$ cat src/rtl/shift_reg_pkg.sv
// shift_reg_pkg: mode encoding shared by the universal shift register and its bench
package shift_reg_pkg;
  typedef enum logic [2:0] {
    MODE_HOLD = 3'b000,
    MODE_SHL  = 3'b001,
    MODE_SHR  = 3'b010,
    MODE_ROL  = 3'b011,
    MODE_ROR  = 3'b100,
    MODE_LOAD = 3'b101,
    MODE_CLR  = 3'b110,
    MODE_RSVD = 3'b111
  } shift_mode_e;
endpackage

$ cat src/rtl/shift_reg_univ_cnt.sv
// shift_reg_univ_cnt: saturating shift counter with a single done pulse on reaching WIDTH
module shift_reg_univ_cnt #(
  parameter int WIDTH = 4,
  localparam int CNT_W = $clog2(WIDTH + 1)
) (
  input  logic             clk,
  input  logic             rst_n,
  input  logic             step,
  input  logic             clear,
  output logic [CNT_W-1:0] cnt,
  output logic             done
);
  logic sat;
  assign sat = cnt == CNT_W'(WIDTH);
  always_ff @(posedge clk) begin
    if (!rst_n) begin
      cnt  <= '0;
      done <= 1'b0;
    end else begin
      cnt  <= clear ? '0 : (step && !sat) ? cnt + CNT_W'(1) : cnt;
      done <= step && cnt == CNT_W'(WIDTH - 1);
    end
  end
endmodule

$ cat src/rtl/shift_reg_univ.sv
// shift_reg_univ: universal shift/rotate/load register with serial taps and shift counter
module shift_reg_univ
  import shift_reg_pkg::*;
#(
  parameter int WIDTH = 4,
  localparam int CNT_W = $clog2(WIDTH + 1)
) (
  input  logic             clk,
  input  logic             rst_n,
  input  logic             en,
  input  logic [2:0]       mode,
  input  logic             sin_r,
  input  logic             sin_l,
  input  logic [WIDTH-1:0] pdata,
  output logic [WIDTH-1:0] q,
  output logic             sout_msb,
  output logic             sout_lsb,
  output logic [CNT_W-1:0] cnt,
  output logic             done
);
  shift_mode_e      m;
  logic [WIDTH-1:0] q_nxt;
  logic             step, clear;
  assign m        = shift_mode_e'(mode);
  assign sout_msb = q[WIDTH-1];
  assign sout_lsb = q[0];
  assign step     = en && (m == MODE_SHL || m == MODE_SHR || m == MODE_ROL || m == MODE_ROR);
  assign clear    = en && (m == MODE_LOAD || m == MODE_CLR);
  always_comb begin
    q_nxt = !en             ? q :
            m == MODE_SHL   ? {q[WIDTH-2:0], sin_r} :
            m == MODE_SHR   ? {sin_l, q[WIDTH-1:1]} :
            m == MODE_ROL   ? {q[WIDTH-2:0], q[WIDTH-1]} :
            m == MODE_ROR   ? {q[0], q[WIDTH-1:1]} :
            m == MODE_LOAD  ? pdata :
            m == MODE_CLR   ? '0 : q;
  end
  always_ff @(posedge clk) begin
    if (!rst_n) q <= '0;
    else        q <= q_nxt;
  end
  shift_reg_univ_cnt #(.WIDTH(WIDTH)) u_cnt (
    .clk  (clk),
    .rst_n(rst_n),
    .step (step),
    .clear(clear),
    .cnt  (cnt),
    .done (done)
  );
endmodule
$ cat config.mk
export PLATFORM = sky130hd
export DESIGN_NAME = shift_reg_univ
export DESIGN_NICKNAME = d
export VERILOG_FILES = /design/src/rtl/shift_reg_pkg.sv /design/src/rtl/shift_reg_univ_cnt.sv /design/src/rtl/shift_reg_univ.sv
export SDC_FILE = /design/constraint.sdc
export NUM_CORES = 1
export LEC_CHECK = 0
export ABC_AREA = 1
export BUFFER_PORTS_ARGS = -buffer_cell sky130_fd_sc_hd__buf_2
export CAP_MARGIN = 25
export CELL_PAD_IN_SITES_DETAIL_PLACEMENT = 1
export CELL_PAD_IN_SITES_GLOBAL_PLACEMENT = 1
export CORE_AREA = 3 3 49 51
export DETAILED_ROUTE_END_ITERATION = 12
export DIE_AREA = 0 0 52 54
export PLACE_DENSITY = 0.83
export SLEW_MARGIN = 30
export SYNTH_ARGS = -nofsm -noshare
export SYNTH_HDL_FRONTEND = slang
export SYNTH_SLANG_ARGS = --single-unit
$ cat constraint.sdc
create_clock -name clk -period 1.6 [get_ports clk]
set_clock_uncertainty 0.1 [all_clocks]
set_input_delay 0.16 -clock clk [delete_from_list [all_inputs] [get_ports clk]]
set_output_delay 0.16 -clock clk [all_outputs]
set_load 0.1 [all_outputs]
==> flow_summary.ini, run 1 <==
[run_status]
status = completed

[cts]
hold_buffers = 0
cts_tree = built
htreeDepth = 1
clkLatencyLatePin_ps = 250
cts_buffers = 3
cts_root_buffer = clkbuf_4
clock-sinks = 8
postCtsSetupBuffers = 0
clkTransAtPathRegs_ps = 50
clockBufferDepth = 2
cts_resized = 0

[drt]
routed_wl_mm = 1.71
drt_iter0_drc = 3
drc = 0
via_per_inst = 4.75
ant_nets = 0
num_vias = 689
dr.pass1.iters = 3
avgRoutedWirePerCell_um = 11.8

[pwr]
p_per_area_mw_per_mm2 = 846
p_leak_nw = 0.416
peakVddDrop_mv = 0.461
total_power_mw = 0.663

[timing]
report.final.slew_viol_count = 0
slew_headroom = 0.677
tns_ps = 0
finalCriticalPeriod_ps = 1400
fin_crit_sh = 0.876
setup_viol = 0
finalHoldViolations = 0
holdWs_ps = 101
worst_pin_slew_ps = 489
max_freq_mhz = 713
rsz0062_at_grt = no

[global_route]
globalRouteTotalUtil = 0.135
antenna_found_initial = 0
grt_max_degree = 10
grt_pass1_wl_mm = 2.80
overflow = 0
grt_pass1_vias = 660

[synthesis]
synth_seq_cells = 8
yosys_warnings = 0
seq_area_frac_synth = 0.252
synth.area.top_cells = dfxtp_1, nand2_1, nand3_1
avgSynthCellArea_um2 = 6.55
yosysTopAreaCellShare = 0.252
synth_cell_types = 20
synth_area_leader_cell = dfxtp_1
synthCells = 97
synth_area_um2 = 636
synth_fp_nets = 112

[setup_path]
crit_fanout = 5
reg2reg_from = u_cnt.cnt[0]
worst-setup-path-type = reg -> out
path_cells = buf_2
cp.arrival_ps = 1140
slowest_delay_ps = 470
required_ps = 1340
worstReg2RegEnd = u_cnt.cnt[0]
reg2reg_slack_ps = 420
crit_path_start = q[1]
reg2reg_depth = 6
end_kind = output port
cp.depth = 1
cp.buffers_inverters = 1
cp_top_family = buffers and inverters
crit_path_start_kind = flop
crit_slowest_cell = buf_2

[placement]
numPortBuffers = 21
place_congestion = 0.845
place_hpwl_mm = 1.43
dp.cells = 142

[floorplanning]
dieHeight_um = 54
fp-row-count = 16
boundaryPins = 22
dieArea_mm2 = 0.00281
coreArea_mm2 = 0.00198
die_w_um = 52
start_util = 0.321

[final_layout]
instances_no_fill = 145
drive_gt1_frac = 0.356
syn_to_final_growth_pct = 23.2
n_antenna_cell = 0
fill_cells = 269
fin_nets = 135

[worst_hold_path]
min_from = rst_n
hold-path-cell-count = 3
hold_end = u_cnt.done
hp-class = in -> reg

[run]
cap_violations = 0
## state kept, by name (all words and copies together), names as in the netlist
signal,cells
u_cnt.done,1
q,4
u_cnt.cnt,3
## where the power goes
| group | total (mW) | leakage [nW] | switching, mW | internal (mW) |
|---|---|---|---|---|
| clock network | 0.152 | 0.0138 | 0.0659 | 0.0857 |
| registers | 0.233 | 0.0676 | 0.0173 | 0.215 |
| logic | 0.278 | 0.335 | 0.219 | 0.0592 |
| total | 0.663 | 0.416 | 0.302 | 0.360 |
## per-stage QoR
step	setup WS, ps	cell area (um2)	utilization
detailed placement	360	761	0.384
global placement	392	761	0.384
CTS	188	783	0.395
global route	158	783	0.395
finish	198	783	0.395
floorplan	72.9	642	-
## cell usage after synthesis
cell	count
a21oi_1	4
a21oi_2	2
buf_2	1
buf_4	2
dfxtp_1	8
ha_1	3
inv_1	8
inv_2	3
nand2_1	34
nand2_2	2
nand2_4	2
nand3_1	9
nand3_2	1
nand3_4	1
nand3b_1	2
nand4_1	4
nand4_4	1
nor2_1	7
nor2_2	1
o21ai_1	2
## worst max path at each step
| stage | end | slack, ps |
|---|---|---|
| floorplan | u_cnt.cnt[0] | 70 |
| global placement | q[0] | 390 |
| detailed placement | q[0] | 360 |
| CTS | q[1] | 190 |
| global route | q[1] | 160 |
| finish | q[1] | 200 |
## final cells by class
| type | count | area, um2 | area share |
|---|---|---|---|
| timing repair buffer | 21 | 105 | 0.134 |
| multi-input combinational | 75 | 414 | 0.529 |
| inverter | 11 | 41.3 | 0.0527 |
| tap | 27 | 33.8 | 0.0431 |
| clock buffer | 3 | 22.5 | 0.0288 |
| sequential | 8 | 166 | 0.212 |
## worst register-to-register path: stages (launching register included)
cell and delay, ps:
dfxtp_2 350, inv_1 60, ha_1 190, nand2_1 100
nand3_1 130, nand2_1 80, a21oi_1 60
## layer usage
layer  track usage  share of wire
met5             0              0
met4        0.0131              0
met3        0.0499          0.074
met2         0.243           0.51
met1         0.157           0.42
## cell usage in the layout, fill, tap and decap left out
cell,n
nor2_1,7
inv_2,3
nand2_2,2
nand3b_1,2
nand3_4,1
nand2_4,2
inv_1,8
o21ai_1,2
nand3_2,1
a21oi_2,2
ha_1,3
nand4_4,1
dfxtp_1,3
buf_2,21
a21oi_1,4
nand4_1,4
nor2_2,1
clkbuf_4,3
nand3_1,9
nand2_1,34
dfxtp_2,5
## cell families after synthesis
| family | after synthesis | share of synthesized area |
|---|---|---|
| adder cells (fa/ha/maj) | 3 | 0.0591 |
| flip-flops | 8 | 0.252 |
| AO/OA/AOI/OAI | 8 | 0.0748 |
| AND/OR/NAND/NOR | 64 | 0.518 |
| buffers and inverters | 14 | 0.0964 |
Note: power is estimated with default switching activity, not from simulation.
==> run 2: changes to the inputs <==
--- a/config.mk
+++ b/config.mk
@@ -10,10 +10,13 @@
 export CAP_MARGIN = 25
 export CELL_PAD_IN_SITES_DETAIL_PLACEMENT = 1
 export CELL_PAD_IN_SITES_GLOBAL_PLACEMENT = 1
-export CORE_AREA = 3 3 49 51
+export CORE_AREA = 3 3 48 50
+export CTS_BUF_LIST = sky130_fd_sc_hd__clkbuf_8
 export DETAILED_ROUTE_END_ITERATION = 12
-export DIE_AREA = 0 0 52 54
-export PLACE_DENSITY = 0.83
+export DIE_AREA = 0 0 51 53
+export GPL_TIMING_DRIVEN = 0
+export PLACE_DENSITY = 0.86
+export RECOVER_POWER = 50
 export SLEW_MARGIN = 30
 export SYNTH_ARGS = -nofsm -noshare
 export SYNTH_HDL_FRONTEND = slang
==> run 2 against run 1 <==
  * Global-route usage rose by 0.82 points
  * Final cell count increased by 1.4%
  * Highest routed layer unchanged
  * Die area is 3.7% lower
  * Combinational power about the same
  * Total power is 13% higher
  * Maximum frequency is 0.37% higher
  * Critical path depth up 1
  * Critical endpoint is now q[3]
==> flow_summary.ini, run 2 (synthesis gave the netlist of run 1 again) <==
[cts]
htreeDepth = 1
cts_resized = 0
cts_buffers = 3
postCtsSetupBuffers = 0
clock-sinks = 8
cts_root_buffer = clkbuf_8
clockBufferDepth = 2
hold_buffers = 0
clkLatencyLatePin_ps = 230
cts_tree = built
clkTransAtPathRegs_ps = 40

[floorplanning]
dieArea_mm2 = 0.00270
boundaryPins = 22
coreArea_mm2 = 0.00194
dieHeight_um = 53
fp-row-count = 16
die_w_um = 51
start_util = 0.327

[setup_path]
slowest_delay_ps = 410
worst-setup-path-type = reg -> out
cp.arrival_ps = 1140
path_cells = buf_4, buf_2
crit_fanout = 6
required_ps = 1340
end_kind = output port
cp_top_family = buffers and inverters
cp.buffers_inverters = 2
crit_path_start_kind = flop
crit_slowest_cell = buf_2

[timing]
finalHoldViolations = 0
rsz0062_at_grt = no
finalCriticalPeriod_ps = 1400
setup_viol = 0
fin_crit_sh = 0.873
worst_pin_slew_ps = 540
fin_ws_ps = 203
tns_ps = 0
slew_headroom = 0.642
max_freq_mhz = 716
report.final.slew_viol_count = 0

[global_route]
globalRouteTotalUtil = 0.143
antenna_found_initial = 0
grt_max_degree = 10
grt_pass1_wl_mm = 2.94
overflow = 0
grt_pass1_vias = 747

[placement]
place_area_um2 = 776
numPortBuffers = 20
place_hpwl_mm = 1.42
place_congestion = 0.858
dp_slack_ps = 365

[pwr]
peakVddDrop_mv = 0.638
total_power_mw = 0.748
p_per_area_mw_per_mm2 = 943
p_leak_nw = 0.428

[final_layout]
largest_reg_flops = 4
fin_area_um2 = 793
final_cell_mix = nand2_1, buf_2, nand3_1
drive_gt1_frac = 0.333
post-route-util = 0.409
top_regs = q x4, u_cnt.cnt x3, u_cnt.done x1
fin_nets = 137
top_register = q
final_common_cell = nand2_1
syn_to_final_growth_pct = 24.8
n_antenna_cell = 0

[drt]
num_vias = 702
avgRoutedWirePerCell_um = 11.5
drt_iter0_drc = 6
dr.pass1.iters = 4
routed_wl_mm = 1.69
ant_nets = 0
via_per_inst = 4.78
drc = 0

[run_status]
status = completed

[run]
cap_violations = 0

[worst_hold_path]
hp-class = in -> reg
==> run 2: changes by cell type in the layout (fill, tap and decap cells not counted), moves of 2 or more <==
cell and change:
clkbuf_4 -3, clkbuf_2 +2, buf_2 -2, buf_4 +2, clkbuf_8 +3
==> run 2: layout make-up <==
cell class	instances	area, um2
Fill cell	286	1150
Multi-Input combinational cell	75	392
Sequential cell	8	165
Timing Repair Buffer	20	100
Clock buffer	3	41.3
Inverter	11	41.3
Tap cell	27	33.8
Buffer	3	20.0
==> run 2: power by group <==
| group | total, mW | switching, mW | internal [mW] |
|---|---|---|---|
| Sequential | 0.233 | 0.0170 | 0.216 |
| Clock | 0.238 | 0.0751 | 0.163 |
| Combinational | 0.278 | 0.217 | 0.0610 |
==> run 2: per-stage QoR <==
stage / hold WS [ps] / cells
floorplan: 179 / 97
CTS: 127 / 147
finish: 131 / 147
detailed placement: 364 / 144
global route: 147 / 147
global placement: 362 / 144
==> run 2: per-layer routing <==
metal	share of wire	global-route usage	vias to the layer above
met4	0	0.0224	0
met2	0.53	0.281	19
li1	-	-	358
met3	0.074	0.0592	0
met1	0.40	0.140	325
met5	0	0	-
==> run 2: worst paths after layout <==
kind,start,to,slack [ps],depth (start not counted)
setup / recovery,q[3],q[3],200,2
hold / removal,rst_n,u_cnt.done,130,3
setup reg to reg,u_cnt.cnt[0],u_cnt.cnt[1],380,6
hold reg to reg,u_cnt.cnt[1],u_cnt.cnt[1],390,2
==> run 2: worst reg2reg max path, delay by kind of cell, from the launching register on <==
family	cells	cell delay, ps
fa+ha+maj	1	200
simple gates	3	310
compound gates	1	60
flops	1	370
buf+inv	1	70
